### config.mk
export PLATFORM = sky130hd
export DESIGN_NAME = uart_baud_tick_gen
export DESIGN_NICKNAME = d
export VERILOG_FILES = /design/src/rtl/uart_baud_pkg.sv /design/src/rtl/uart_baud_tick_gen_prescaler.sv /design/src/rtl/uart_baud_tick_gen.sv
export SDC_FILE = /design/constraint.sdc
export NUM_CORES = 1
export LEC_CHECK = 0
export ABC_AREA = 1
export BUFFER_PORTS_ARGS = -buffer_cell sky130_fd_sc_hd__clkbuf_2
export CORE_MARGIN = 2
export CORE_UTILIZATION = 51
export CTS_CLUSTER_DIAMETER = 120
export DETAILED_ROUTE_END_ITERATION = 8
export PLACE_DENSITY = 0.7
export SYNTH_ARGS = -nofsm -noshare
export SYNTH_HDL_FRONTEND = slang
export SYNTH_SLANG_ARGS = --single-unit
### constraint.sdc
create_clock -name Clk_In -period 2.4 [get_ports Clk_In]
set_input_delay 0.48 -clock Clk_In [delete_from_list [all_inputs] [get_ports Clk_In]]
set_output_delay 0.48 -clock Clk_In [all_outputs]
set_load 0.02 [all_outputs]
### src/rtl/uart_baud_pkg.sv
// Shared types and constants for the UART baud tick generator.
// Provides the config FSM states, legal oversample rates and 100 MHz divisor presets.
package uart_baud_pkg;

    typedef enum logic {
        CFG_IDLE    = 1'b0,
        CFG_PENDING = 1'b1
    } cfg_state_t;

    localparam int OS_8  = 8;
    localparam int OS_16 = 16;

    localparam longint SYS_CLK_HZ = 100_000_000;

    // Returns the rounded divisor as {int, frac} fixed point with frac_bits fraction bits.
    function automatic logic [31:0] baud_div(input longint sys_clk, input longint baud,
                                             input longint os, input longint frac_bits);
        longint den;
        den = baud * os;
        return 32'(((sys_clk << frac_bits) + den / 2) / den);
    endfunction

    localparam logic [31:0] DIV_4800   = baud_div(SYS_CLK_HZ, 4800,   OS_16, 4);
    localparam logic [31:0] DIV_9600   = baud_div(SYS_CLK_HZ, 9600,   OS_16, 4);
    localparam logic [31:0] DIV_19200  = baud_div(SYS_CLK_HZ, 19200,  OS_16, 4);
    localparam logic [31:0] DIV_38400  = baud_div(SYS_CLK_HZ, 38400,  OS_16, 4);
    localparam logic [31:0] DIV_57600  = baud_div(SYS_CLK_HZ, 57600,  OS_16, 4);
    localparam logic [31:0] DIV_115200 = baud_div(SYS_CLK_HZ, 115200, OS_16, 4);

endpackage

### src/rtl/uart_baud_tick_gen_prescaler.sv
// Fractional prescaler producing the oversample tick (accumulator only with UART_BAUD_FRAC_EN).
// Latency: tick registered one cycle after the strobe that ends each interval.
// Backpressure: none; clear and enable-low restart the interval immediately.
module uart_frac_prescaler #(
    parameter int DIV_INT_W = 16,
    parameter int FRAC_BITS = 4
) (
    input  logic                 core_clk,
    input  logic                 arst_n,
    input  logic                 enable,
    input  logic                 clear,
    input  logic [DIV_INT_W-1:0] div_int,
    input  logic [FRAC_BITS-1:0] div_frac,
    output logic                 os_strobe,
    output logic                 os_tick
);

    localparam int CW = DIV_INT_W + 1;

    logic [CW-1:0] cnt;
    logic [CW-1:0] interval;

`ifdef UART_BAUD_FRAC_EN
    logic [FRAC_BITS-1:0] acc;
    logic                 carry_q;
    logic [FRAC_BITS:0]   acc_sum;

    assign acc_sum  = {1'b0, acc} + {1'b0, div_frac};
    assign interval = {1'b0, div_int} + CW'(carry_q);

    // carry_q stretches the interval that follows the tick producing it.
    always_ff @(posedge core_clk or negedge arst_n) begin
        if (!arst_n) begin
            acc     <= '0;
            carry_q <= 1'b0;
        end else if (!enable || clear) begin
            acc     <= '0;
            carry_q <= 1'b0;
        end else if (os_strobe) begin
            {carry_q, acc} <= acc_sum;
        end
    end
`else
    logic [FRAC_BITS-1:0] frac_unused;

    assign frac_unused = div_frac;
    assign interval    = {1'b0, div_int};
`endif

    assign os_strobe = enable && !clear && (cnt == interval);

    // The tick edge itself is the first cycle of the next interval, hence reload to 1.
    always_ff @(posedge core_clk or negedge arst_n) begin
        if (!arst_n) begin
            cnt     <= '0;
            os_tick <= 1'b0;
        end else if (!enable || clear) begin
            cnt     <= '0;
            os_tick <= 1'b0;
        end else begin
            os_tick <= os_strobe;
            cnt     <= os_strobe ? CW'(1) : cnt + CW'(1);
        end
    end

endmodule

### src/rtl/uart_baud_tick_gen.sv
// UART baud tick generator: oversample, TX bit and RX mid-bit ticks (fractional divisor with UART_BAUD_FRAC_EN).
// Latency: ticks registered; a new divisor applies in the TX tick cycle, at most one bit period plus one cycle.
// Backpressure: Cfg_Ready_Out low while a divisor is pending; further offers wait.
module uart_baud_tick_gen
    import uart_baud_pkg::*;
#(
    parameter int OVERSAMPLE       = OS_16,
    parameter int DIV_INT_W        = 16,
    parameter int FRAC_BITS        = 4,
    parameter int DEFAULT_DIV_INT  = int'(DIV_115200 >> 4),
    parameter int DEFAULT_DIV_FRAC = int'(DIV_115200 & 32'hF)
) (
    input  logic                 Clk_In,
    input  logic                 Reset_N_In,
    input  logic                 Enable_In,
    input  logic                 Cfg_Valid_In,
    output logic                 Cfg_Ready_Out,
    input  logic [DIV_INT_W-1:0] Cfg_Div_Int_In,
    input  logic [FRAC_BITS-1:0] Cfg_Div_Frac_In,
    input  logic                 Rx_Restart_In,
    output logic                 Os_Tick_Out,
    output logic                 Tx_Tick_Out,
    output logic                 Rx_Sample_Tick_Out
);

    localparam int CNT_W = $clog2(OVERSAMPLE);
    localparam logic [CNT_W-1:0] TX_LAST     = CNT_W'(OVERSAMPLE - 1);
    localparam logic [CNT_W-1:0] RX_MID_PREV = CNT_W'(OVERSAMPLE / 2 - 1);

    if (OVERSAMPLE != OS_8 && OVERSAMPLE != OS_16) begin : g_bad_oversample
        $error("OVERSAMPLE must be 8 or 16");
    end

    function automatic logic [DIV_INT_W-1:0] clamp_div(input logic [DIV_INT_W-1:0] d);
        return (d < DIV_INT_W'(2)) ? DIV_INT_W'(2) : d;
    endfunction

    localparam logic [DIV_INT_W-1:0] RST_DIV_INT  = clamp_div(DIV_INT_W'(DEFAULT_DIV_INT));
    localparam logic [FRAC_BITS-1:0] RST_DIV_FRAC = FRAC_BITS'(DEFAULT_DIV_FRAC);

    cfg_state_t           state_q, state_d;
    logic                 capture, apply;
    logic [DIV_INT_W-1:0] shadow_int_q, div_int_q;
    logic [FRAC_BITS-1:0] shadow_frac_q, div_frac_q;
    logic                 os_strobe, os_tick;
    logic [CNT_W-1:0]     tx_cnt_q, rx_cnt_q;
    logic                 tx_tick_q, rx_tick_q;

    // Applying on the registered TX tick keeps every divisor change on a bit boundary.
    always_comb begin
        state_d       = state_q;
        Cfg_Ready_Out = 1'b0;
        capture       = 1'b0;
        apply         = 1'b0;
        case (state_q)
            CFG_IDLE: begin
                Cfg_Ready_Out = 1'b1;
                if (Cfg_Valid_In) begin
                    capture = 1'b1;
                    state_d = CFG_PENDING;
                end
            end
            CFG_PENDING: begin
                if (tx_tick_q || !Enable_In) begin
                    apply   = 1'b1;
                    state_d = CFG_IDLE;
                end
            end
            default: state_d = CFG_IDLE;
        endcase
    end

    always_ff @(posedge Clk_In or negedge Reset_N_In) begin
        if (!Reset_N_In) begin
            state_q       <= CFG_IDLE;
            shadow_int_q  <= '0;
            shadow_frac_q <= '0;
            div_int_q     <= RST_DIV_INT;
            div_frac_q    <= RST_DIV_FRAC;
        end else begin
            state_q <= state_d;
            if (capture) begin
                shadow_int_q  <= Cfg_Div_Int_In;
                shadow_frac_q <= Cfg_Div_Frac_In;
            end
            if (apply) begin
                div_int_q  <= clamp_div(shadow_int_q);
                div_frac_q <= shadow_frac_q;
            end
        end
    end

    uart_frac_prescaler #(
        .DIV_INT_W (DIV_INT_W),
        .FRAC_BITS (FRAC_BITS)
    ) u_prescaler (
        .core_clk  (Clk_In),
        .arst_n    (Reset_N_In),
        .enable    (Enable_In),
        .clear     (apply),
        .div_int   (div_int_q),
        .div_frac  (div_frac_q),
        .os_strobe (os_strobe),
        .os_tick   (os_tick)
    );

    always_ff @(posedge Clk_In or negedge Reset_N_In) begin
        if (!Reset_N_In) begin
            tx_cnt_q  <= '0;
            tx_tick_q <= 1'b0;
        end else if (!Enable_In) begin
            tx_cnt_q  <= '0;
            tx_tick_q <= 1'b0;
        end else begin
            tx_tick_q <= os_strobe && (tx_cnt_q == TX_LAST);
            if (os_strobe) begin
                tx_cnt_q <= tx_cnt_q + CNT_W'(1);
            end
        end
    end

    // A restart swallows a coincident oversample tick so the next sample lands mid-bit.
    always_ff @(posedge Clk_In or negedge Reset_N_In) begin
        if (!Reset_N_In) begin
            rx_cnt_q  <= '0;
            rx_tick_q <= 1'b0;
        end else if (!Enable_In || Rx_Restart_In) begin
            rx_cnt_q  <= '0;
            rx_tick_q <= 1'b0;
        end else begin
            rx_tick_q <= os_strobe && (rx_cnt_q == RX_MID_PREV);
            if (os_strobe) begin
                rx_cnt_q <= rx_cnt_q + CNT_W'(1);
            end
        end
    end

    assign Os_Tick_Out        = os_tick;
    assign Tx_Tick_Out        = tx_tick_q;
    assign Rx_Sample_Tick_Out = rx_tick_q;

endmodule
Word level (Yosys, flattened, before mapping)

Index checks and enable logic that the tools add are counted.

Add/sub/neg operators: 3
$lt $le $gt $ge: 1
Mux-type cells: 17
Equality and inequality tests: 4
Reductions and logical operators: 10
Bitwise logic cells: 1

Operators with widths:

| kind                                                        | number |
|---|---|
| 2-to-1 mux 17 bit                                           | 2 |
| adder 17 x 1 -> 17 bit, second input constant               | 1 |
| equality test 17 x 16 -> 1 bit                              | 1 |
| less-than comparator 16 x 2 -> 1 bit, second input constant | 1 |
| 2-to-1 mux 16 bit                                           | 1 |
| 2-to-1 mux 4 bit                                            | 4 |
| 2-to-1 mux 1 bit                                            | 9 |
| adder 4 x 1 -> 4 bit, second input constant                 | 2 |
| equality test 4 x 3 -> 1 bit, second input constant         | 1 |
| equality test 4 bit, second input constant                  | 1 |
| logical AND 1 bit                                           | 4 |
| logical OR 1 bit                                            | 3 |
| logical NOT 1 bit                                           | 2 |
| inequality test 2 x 1 -> 1 bit, second input constant       | 1 |
| case mux 1 bit (2 select lines)                             | 1 |
| nonzero test 2 bit                                          | 1 |
| NOT 1 bit                                                   | 1 |

Output and inout port bits: 4
Bits in registers: 61
Input bits: 25
Logic and storage cells: 45

Logic depth before layout (Yosys ltp)

Gate-level depths: netlist of the first run.

Depth after elaboration: 9
Gate-level depth with buffers: 11
Mapped depth without buffers: 10

Hierarchy

A second synthesis of the first run with hierarchy kept.

Cells, all modules: 418
Area, all modules: 3354.5 um^2

By module, submodules not included:

| module              | area each (um^2) | seq. area each (um^2) | cells an instance | times used |
|---|---|---|---|---|
| uart_baud_tick_gen  | 2048.2           | 1282.5                | 220               | 1 |
| uart_frac_prescaler | 1306.3           | 450.4                 | 198               | 1 |

Least setup slack after synthesis of the first run

OpenSTA, ideal clock, no wires.

Kind: register to register
From: register div_int_q[4]
To: register u_prescaler.cnt[5]
Library setup time: 121 ps
Period minus slack after synthesis: 1395 ps
Required time: 2279 ps
Path slack: 1005 ps
Stages on the path, launching flop included: 11
Arrival: 1274 ps
Path buffers: 1
Path through: dfstp_2 inv_1 nand2_1 nand2_1 nor2_1 nand2_1 nor2_1 nand3_2 nand2_2 buf_6 nor2_1

Cells in the longest elaborated chain, start to end: 4

Ends and longest elaborated chain:

| element                        | line                               | source |
|---|---|---|
| start: declaration             | uart_baud_tick_gen.sv:43           | `logic [DIV_INT_W-1:0] shadow_int_q, div_int_q;` |
| start signal: assignment       | uart_baud_tick_gen.sv:87           | `div_int_q <= clamp_div(shadow_int_q);` |
| equality test 17 x 16 -> 1 bit | uart_baud_tick_gen_prescaler.sv:50 | `assign os_strobe = enable && !clear && (cnt == interval);` |
| logical AND 1 bit              | uart_baud_tick_gen_prescaler.sv:50 |  |
| 2-to-1 mux 17 bit              | uart_baud_tick_gen_prescaler.sv:62 | `cnt <= os_strobe ? CW'(1) : cnt + CW'(1);` |
| 2-to-1 mux 17 bit              | uart_baud_tick_gen_prescaler.sv:57 | `end else if (!enable \|\| clear) begin` |
| end signal: assignment         | uart_baud_tick_gen_prescaler.sv:62 |  |
| end: declaration               | uart_baud_tick_gen_prescaler.sv:20 | `logic [CW-1:0] cnt;` |

Every way passes these cells.
A chain may end at the register's enable or synchronous reset.

Worst setup path in the final report of the first run

From: register u_prescaler.cnt[0]
To: register u_prescaler.cnt[12]

Cells in the longest elaborated chain, start to end: 4
Elaborated cells between the ends (all ways): 5
Those cells by class: add/sub: 1; eq/ne: 1; mux: 2; reduce/logical: 1

Ends and longest elaborated chain:

| element                                                        | line |
|---|---|
| branches (longest 2 deep; another with adder 17 x 1 -> 17 bit) | -- |
| 2-to-1 mux 17 bit *                                            | uart_baud_tick_gen_prescaler.sv:62 |
| 2-to-1 mux 17 bit *                                            | uart_baud_tick_gen_prescaler.sv:57 |

Mark *: on every way between the ends.

==> impl_metrics.tcl, run 1 <==
set metrics [dict create \
    report.final.setup_viol 0 \
    grt_first_pass_wirelength_um 10700 \
    timing.critical_path.required_ns 2.61 \
    max-vdd-ir-drop_mv 0.529 \
    max_slew.worst_pin.slew_ns 0.608 \
    setup.worst_path.end_class "register" \
    synth.area.top_cells "dfrtp_1 45%, nand2_1 13%, nor2_1 9.3%" \
    gp_congestion 0.881 \
    detailed_place_hpwl_um 4610 \
    syn-cell-area_um2 3150 \
    worst_hold_path_type "input pin to asynchronous set/reset pin" \
    detail_route.vias_per_cell 4.94 \
    finalHoldViolations 0 \
    die_height_um 82.6 \
    drive_above_1_share_pct 11.9 \
    cts_repair_resize_count 0 \
    route.detailed.wl_per_inst_um 11.6 \
    relSlewSlack_pct 59.5 \
    standard_cell_area_after_detailed_placement_um2 3360 \
    hold_ws_ns 0.148 \
    chipWidth_um 82.6 \
    timing.critical_path.arrival_ns 1.89 \
    numCtsBuffers 9 \
    synth_top_area_share_pct 45.3 \
    htree_levels 3 \
    detailroute.via_count 2607 \
    drt_iter0_markers 133 \
    clock_slew_seen_by_the_registers_of_the_worst_setup_and_hold_paths_ns 0.07 \
    status "complete, no violations" \
    final_net_count 476 \
    post_synth_inst_count 417 \
    max_freq_ghz 0.595 \
    drt-total-wl_um 6130 \
    finalClockSkew_ns 0.00815 \
    drt-pass1-iter-count 4 \
    grt_usage_pct 21.1 \
    clock_path_buffers 2 \
    antenna_violation_net_count_after_detailed_routing 0 \
    yosysUniqueCellTypes 29 \
    most-common-layout-cells "111 x nand2_1, 78 x nor2_1, 59 x inv_1, 57 x dfrtp_1, 24 x clkbuf_2" \
    critical_path.startpoint_type "register" \
    critical_path_peak_fanout 5 \
    detail_route.drc_violations 0 \
    finalMaxSlewViolations 0 \
    drv_cap 0 \
    placeableCoreArea_um2 5960 \
    number_of_antenna_violations_at_the_first_check_in_global_routing 0 \
    syn-mean-instance-area_um2 7.55 \
    synth.ff_latch_count 61 \
    design.portCount 29 \
    holdBufCountCts 0 \
    row_count 28 \
    finalCriticalPeriod_ns 1.68 \
    unrepaired_setup_endpoints_after_global_routing "no" \
    overflow 0 \
    most_frequently_used_flop_master_after_synthesis "dfrtp_1" \
    diodes 0 \
    cts_setup_buffers 0 \
    setup_tns_ns 0 \
    areaGrowthSynthToFinish_pct 12.7 \
    final_design_area_no_fill_um2 3550 \
    grt_max_degree 40 \
    tritoncts "yes" \
    cts.sinks 61 \
    initial_utilization_pct 52.9 \
    async_sr_flop_fraction_pct 100 \
    synthDominantAreaCellType "dfrtp_1" \
    final_min_period_over_clock_period_pct 70.0 \
    synth-edff-count 0 \
    first_global_vias 2412 \
    postSynthNetCount 445 \
    synth_sequential_area_ratio_pct 48.6 \
    mostFrequentLayoutCell "nand2_1" \
    power-per-cell-area_nw_per_um2 769 \
    leakagePower_nw 1.86 \
    root_buffer "clkbuf_8" \
    critPathKind "register to register" \
    port_buffers 24 \
    synth.yosys.warnings 0 \
    insertion_delay_ns 0.33 \
    fp.dieArea_um2 6820 \
]
cell usage after synthesis (all sizes together) (5+ instances only):
cell   count
nand2    113
nor3       6
dfrtp     57
nand3     24
o21ai     18
nand4      5
nor2      78
a21oi     17
xor2      14
inv       60
registers in the layout (all words and copies together) (netlist names), 4 cells and up:
signal           cells
div_int_q           16
rx_cnt_q             4
shadow_int_q        16
tx_cnt_q             4
u_prescaler.cnt     17
report_power, final:
group          switching (mW)  total, mW  internal [mW]
sequential              0.113       1.31           1.20
combinational           0.342      0.538          0.196
clock                   0.404      0.881          0.477
kinds of logic (layout without fill, tap and decap cells):
family	count (synthesis)	count (layout)	share of synthesized area [%]
simple gates	229	229	29.8
fa+ha+maj	3	3	1.19
flops	61	61	48.6
xor+xnor	17	17	4.73
buf+inv	68	104	8.66
compound gates	38	38	6.60
mux	1	1	0.358
layout make-up:
class                      instances  area (um2)
timing repair buffer              28         163
sequential                        61        1530
clock inverter                     6        63.8
multi-input combinational        288        1340
fill                             543        2410
inverter                          60         225
clock buffer                      10         128
tap                               75        93.8
worst paths after layout:
check	startpoint	end	slack, ns	cells past startpoint
max in group asynchronous	Reset_N_In	div_int_q[4]	1.58	2
worst max register to register	u_prescaler.cnt[0]	u_prescaler.cnt[12]	0.72	7
min in group Clk_In	Cfg_Div_Int_In[0]	shadow_int_q[0]	0.37	2
worst min-delay path	Reset_N_In	u_prescaler.cnt[11]	0.15	1
worst min register to register	shadow_int_q[0]	shadow_int_q[0]	0.51	1
worst max-delay path	u_prescaler.cnt[0]	u_prescaler.cnt[12]	0.72	7
routing by layer:
| layer | up-vias | part of all wire [%] | track usage (%) |
|---|---|---|---|
| met2 | 53 | 47 | 32.7 |
| met1 | 1198 | 48 | 28.6 |
| met3 | 11 | 3.8 | 5.54 |
| li1 | 1345 | - | - |
| met4 | 0 | 1.3 | 8.03 |
| met5 | - | 0 | 0 |
critical path, stage by stage (launching register included):
cell	delay [ns]
dfrtp_1	0.43
ha_1	0.22
nand2_1	0.12
nor3_1	0.32
nand2_1	0.12
nor2_1	0.13
xor2_1	0.17
nor2_1	0.05
stage by stage:
step | cells | utilization [%] | power [mW] | setup slack, ns
floorplan | 417 | - | 1.70 | 1.00
global placement | 512 | 56.4 | 1.84 | 0.691
detailed placement | 512 | 56.4 | 1.86 | 0.661
CTS | 528 | 59.6 | 2.75 | 0.730
global route | 528 | 59.6 | 2.93 | 0.546
finish | 528 | 59.6 | 2.73 | 0.721
No activity file was read; power rests on OpenSTA's default activity.
==> inputs of run 2 (changes only) <==
- clock period: 2.4 -> 1.6 ns (I/O delays scaled with it)
==> run 2 against run 1 <==
Flip-flop and latch count unchanged; largest power group unchanged; via count up 0.42%; routed wire length up 2.7%; final cell count up 3.2%; die area unchanged; global-route usage down 0.99 points.
==> impl_metrics.tcl, run 2 (synthesis gave the netlist of run 1 again) <==
set metrics [dict create \
    critical_path.startpoint_type "register" \
    critPathKind "register to register" \
    cp_num_buf_inv 2 \
    most-common-layout-cells "111 x nand2_1, 73 x nor2_1, 58 x inv_1, 56 x dfrtp_1, 24 x clkbuf_2" \
    total_area_of_multi_input_combinational_cells_um2 1380 \
    numCtsBuffers 9 \
    setup.worst_path.end_class "register" \
    timing.critical_path.required_ns 1.88 \
    fillerInstances 541 \
    initial_utilization_pct 52.9 \
    biggestRegsByFlops "u_prescaler.cnt x17, div_int_q x16, shadow_int_q x16" \
    place_inst 524 \
    fp.dieArea_um2 6820 \
    max_reg_flops 17 \
    drive_above_1_share_pct 16.8 \
    max_slew.worst_pin.slew_ns 0.301 \
    row_count 28 \
    worst_hold_startpoint "Cfg_Div_Int_In[0]" \
    cp_cell_sequence "inv_1, nand2_1, nand2_1, nor2_1, nand2_1, nor2_2, nand3_2, buf_6, nand2_4, nand2_1, nand2_1" \
    clock_slew_seen_by_the_registers_of_the_worst_setup_and_hold_paths_ns 0.07 \
    sequential_cell_area_um2 1530 \
    die_height_um 82.6 \
    final_net_count 493 \
    design.portCount 29 \
    chipWidth_um 82.6 \
    htree_levels 3 \
    hold_ws_ns 0.216 \
    insertion_delay_ns 0.34 \
    most_repeated_library_cell_on_the_critical_path "nand2_1" \
    regMostFlops "u_prescaler.cnt" \
    first_global_vias 2285 \
    grt_first_pass_wirelength_um 10200 \
    route.detailed.wl_per_inst_um 11.5 \
    finalMaxSlewViolations 0 \
    finalCriticalPeriod_ns 1.52 \
    detailed_place_hpwl_um 4550 \
    port_buffers 24 \
    drv_cap 0 \
    worst_hold_path_type "input pin to register" \
    tritoncts "yes" \
    power-per-cell-area_nw_per_um2 1120 \
    gp_congestion 0.881 \
    detailroute.via_count 2618 \
    finalClockSkew_ns 0.0127 \
    diodes 0 \
    crit-reg2reg-launch "u_prescaler.cnt[10]" \
    worst_path_max_delay_cell "dfrtp_1" \
    grt_usage_pct 20.2 \
    final-instance-count-excl-fill 545 \
    antenna_violation_net_count_after_detailed_routing 0 \
    detail_route.vias_per_cell 4.80 \
    clock_path_buffers 2 \
    relSlewSlack_pct 79.8 \
    areaGrowthSynthToFinish_pct 18.2 \
    drt-pass1-iter-count 4 \
    finalHoldViolations 0 \
    leakagePower_nw 1.95 \
    max-vdd-ir-drop_mv 0.765 \
    status "complete, no violations" \
    number_of_antenna_violations_at_the_first_check_in_global_routing 0 \
    report.final.setup_viol 0 \
    placeableCoreArea_um2 5960 \
    drt_iter0_markers 131 \
    timing.critical_path.from "u_prescaler.cnt[10]" \
    grt_max_degree 62 \
    final_min_period_over_clock_period_pct 95.0 \
    drt-total-wl_um 6290 \
    max_freq_ghz 0.658 \
    overflow 0 \
    cpPeakStageDelay_ns 0.40 \
    detail_route.drc_violations 0 \
    timing.critical_path.arrival_ns 1.80 \
    mostFrequentLayoutCell "nand2_1" \
    root_buffer "clkbuf_8" \
    cts.sinks 61 \
    critical_path_peak_fanout 10 \
    critical-path-top-delay-family "simple AND/OR/NAND/NOR gates" \
]
==> run 2: area by class of cell <==
class                   instances  share of cell area (%)
clock buffers                  12                    3.90
well taps                      75                    2.52
repair buffers                 45                    7.97
clock inverters                 4                    1.31
inverters                      60                    6.05
flip-flops and latches         61                    41.2
multi-input cells             288                    37.1
==> run 2: report_power, final <==
part	total (mW)	switching (mW)	internal, mW
logic	0.862	0.538	0.325
clock network	1.35	0.594	0.761
registers	1.95	0.156	1.79
==> run 2: repair_timing <==
action	4_1_cts	5_1_grt
setup endpoints to repair	1	26
endpoints found under the hold margin	5	0
buffers inserted	0	4
pin swaps	0	2
hold buffers	1	0
resized for setup	1	11
==> run 2: through the flow <==
stage	cell area (um2)	total power, mW	utilization [%]	TNS [ns]	setup slack, ns
floorplan	3150	2.55	-	0	0.205
global placement	3450	2.78	57.9	0	0.0692
detailed placement	3450	2.80	57.9	-0.000101	-0.000101
CTS	3660	4.15	61.4	0	0.0613
global route	3720	4.42	62.5	-0.454	-0.0573
finish	3720	4.17	62.5	0	0.0806
==> run 2: final timing paths <==
check | cells after the start | slack (ns) | endpoint
setup / recovery | 11 | 0.08 | rx_cnt_q[3]
hold / removal | 2 | 0.22 | shadow_int_q[0]
setup reg to reg | 11 | 0.08 | rx_cnt_q[3]
hold reg to reg | 2 | 0.51 | div_int_q[2]
max in group asynchronous | 3 | 0.76 | div_int_q[2]
min in group asynchronous | 3 | 0.53 | u_prescaler.cnt[12]
==> run 2: layer usage <==
metal,GRT usage (%),vias to the layer above,wire length (um)
li1,-,1385,-
met1,28.6,1160,3090
met2,29.7,65,2840
met3,5.22,8,269
met4,7.70,0,95
met5,0,-,0
==> inputs of run 3 (changes only) <==
- CORE_ASPECT_RATIO: unset -> 0.5
==> run 3 against run 2 <==
The flow now finishes with violations (negative hold slack); sequential share of layout area shrank 1.9 points; die area is 0.56% higher; fmax down 3.6%; worst setup slack lost 0.057 ns; register-to-register slack got worse by 0.06 ns; routed wire length up 13%; via count increased by 3.8%; final cell count rose by 0.73%; global-route usage grew 1.7 points; hold slack worse by 0.22 ns; combinational power increased by 7.3%; sequential power hardly changed.
==> impl_metrics.tcl, run 3 (synthesis gave the netlist of run 1 again) <==
set metrics [dict create \
    status "finished, violations left" \
    violations "negative hold slack" \
    chipWidth_um 115 \
    finalCriticalPeriod_ns 1.58 \
    unrepaired_setup_endpoints_after_global_routing "yes" \
    hold_ws_ns -0.00227 \
    mostFrequentLayoutCell "nand2_1" \
    switching_share_pct 30.3 \
    internal_power_mw 3.35 \
    htree_levels 3 \
    worst_hold_path_type "input pin to asynchronous set/reset pin" \
    leakagePower_nw 2.01 \
    final_net_count 495 \
    critical_path_peak_fanout 15 \
    p_seq_share_pct 41.2 \
    biggestRegsByFlops "u_prescaler.cnt x17, div_int_q x16, shadow_int_q x16" \
    p_comb_share_pct 19.2 \
    max_slew.worst_pin.slew_ns 0.319 \
    relSlewSlack_pct 78.8 \
    critPathKind "register to register" \
    clock_path_buffers 2 \
    setup_tns_ns 0 \
    layout.core_utilization_pct 65.0 \
    port_buffers 24 \
    fin_total_pwr_mw 4.81 \
    regToRegSetupSlack_ns 0.02 \
    drt-pass1-iter-count 5 \
    design.portCount 29 \
    worstReg2RegEnd "u_prescaler.cnt[10]" \
    regMostFlops "u_prescaler.cnt" \
    finalMaxSlewViolations 0 \
    max-vdd-ir-drop_mv 0.783 \
    clock_slew_seen_by_the_registers_of_the_worst_setup_and_hold_paths_ns 0.05 \
    drv_cap 0 \
    setup.worst_path.end_class "register" \
    route.detailed.wl_per_inst_um 12.9 \
    grt_max_degree 62 \
    root_buffer "clkbuf_16" \
    drt-total-wl_um 7080 \
    grt_first_pass_wirelength_um 11200 \
    number_of_antenna_violations_at_the_first_check_in_global_routing 0 \
    finalClockSkew_ns 0.00859 \
    max_reg_flops 17 \
    worstRegToRegCells 10 \
    cts.sinks 61 \
    report.final.setup_viol 0 \
    critical_path.startpoint_type "register" \
    max_freq_ghz 0.634 \
    detailroute.via_count 2718 \
    placeableCoreArea_um2 6010 \
    fp.dieArea_um2 6860 \
    worstSetupEndpoint "u_prescaler.cnt[10]" \
    timing.critical_path.arrival_ns 1.78 \
    first_global_vias 2372 \
    crit-reg2reg-launch "div_int_q[4]" \
    areaGrowthSynthToFinish_pct 24.0 \
    timing.critical_path.from "div_int_q[4]" \
    diodes 0 \
    initial_utilization_pct 52.4 \
    clockPowerShare_pct 39.6 \
    holdBufCountCts 0 \
    grt_usage_pct 21.9 \
    power-per-cell-area_nw_per_um2 1230 \
    gp_congestion 0.909 \
    final_min_period_over_clock_period_pct 98.5 \
    antenna_violation_net_count_after_detailed_routing 0 \
    die_height_um 59.6 \
    drive_above_1_share_pct 21.2 \
    finalHoldViolations 13 \
    numCtsBuffers 9 \
    row_count 20 \
    detail_route.vias_per_cell 4.95 \
    most-common-layout-cells "101 x nand2_1, 69 x nor2_1, 55 x dfrtp_1, 55 x inv_1, 24 x clkbuf_2" \
    insertion_delay_ns 0.33 \
    overflow 0 \
    detailed_place_hpwl_um 4820 \
    detail_route.drc_violations 0 \
    switching_power_mw 1.45 \
    tritoncts "yes" \
    drt_iter0_markers 205 \
    timing.critical_path.required_ns 1.80 \
]
==> run 3: changes by cell type in the layout (fill, tap and decap cells not counted), sizes merged <==
cell,before,now
buf,20,22
clkinvlp,0,2
clkbuf,36,35
dlygate4sd3,1,0
==> run 3: routing by layer <==
metal	part of all wire (%)	GRT usage, %	routed length [um]	vias up
met5	0	0	0	-
met1	48	31.3	3420	1279
li1	-	-	-	1386
met4	0.41	6.88	29	0
met2	45	32.0	3190	51
met3	6.2	6.95	440	2
==> run 3: worst max-delay path, stage by stage, from the launching register on <==
cell and delay (ns):
dfstp_2 0.54, inv_1 0.04, nand2_1 0.06, nand2_2 0.07
nor2_2 0.12, nand2_1 0.08, nor2_2 0.13, nand3_4 0.13
nand2_2 0.10, buf_12 0.14, nor2_1 0.05
==> run 3: area by class of cell <==
type                            instances  area [um2]
Clock buffer                           10         229
Clock inverter                          6        63.8
Fill cell                             538        2100
Inverter                               60         225
Multi-Input combinational cell        288        1410
Sequential cell                        61        1530
Tap cell                               77        96.3
Timing Repair Buffer                   47         343
==> run 3: stage by stage <==
step / worst slack (ns) / hold slack (ns) / cell area (um2) / cells
floorplan: 0.205 / 0.0244 / 3150 / 417
global placement: 0.0656 / 0.355 / 3450 / 524
detailed placement: 0.0486 / 0.355 / 3450 / 524
CTS: 0.0403 / 0.00991 / 3740 / 540
global route: -0.0321 / 0.0186 / 3910 / 549
finish: 0.0240 / -0.00227 / 3910 / 549
==> run 3: what timing repair did <==
action | 4_1_cts | 5_1_grt
setup buffers | 0 | 8
endpoints found under the hold margin | 0 | 0
resized for setup | 0 | 31
setup endpoints to repair | 0 | 25
==> run 3: power by group through the flow <==
stage	registers [mW]	logic (mW)	clock network [mW]
4_1_cts	1.97	0.825	1.91
3_5_place_dp	1.99	0.818	0
2_1_floorplan	1.93	0.613	0
6_report	1.98	0.925	1.90
3_3_place_gp	1.99	0.802	0
5_1_grt	2.01	1.07	2.00
==> run 3: worst min-delay path by stage <==
stage	startpoint	end	slack [ns]	cells after the start
6_report	Reset_N_In	rx_cnt_q[0]	-0.002	2
4_1_cts	Reset_N_In	Tx_Tick_Out	0.01	2
3_3_place_gp	Reset_N_In	rx_cnt_q[1]	0.36	2
3_5_place_dp	Reset_N_In	rx_cnt_q[0]	0.35	2
2_1_floorplan	Reset_N_In	Rx_Sample_Tick_Out	0.02	0
5_1_grt	Reset_N_In	rx_cnt_q[0]	0.02	2
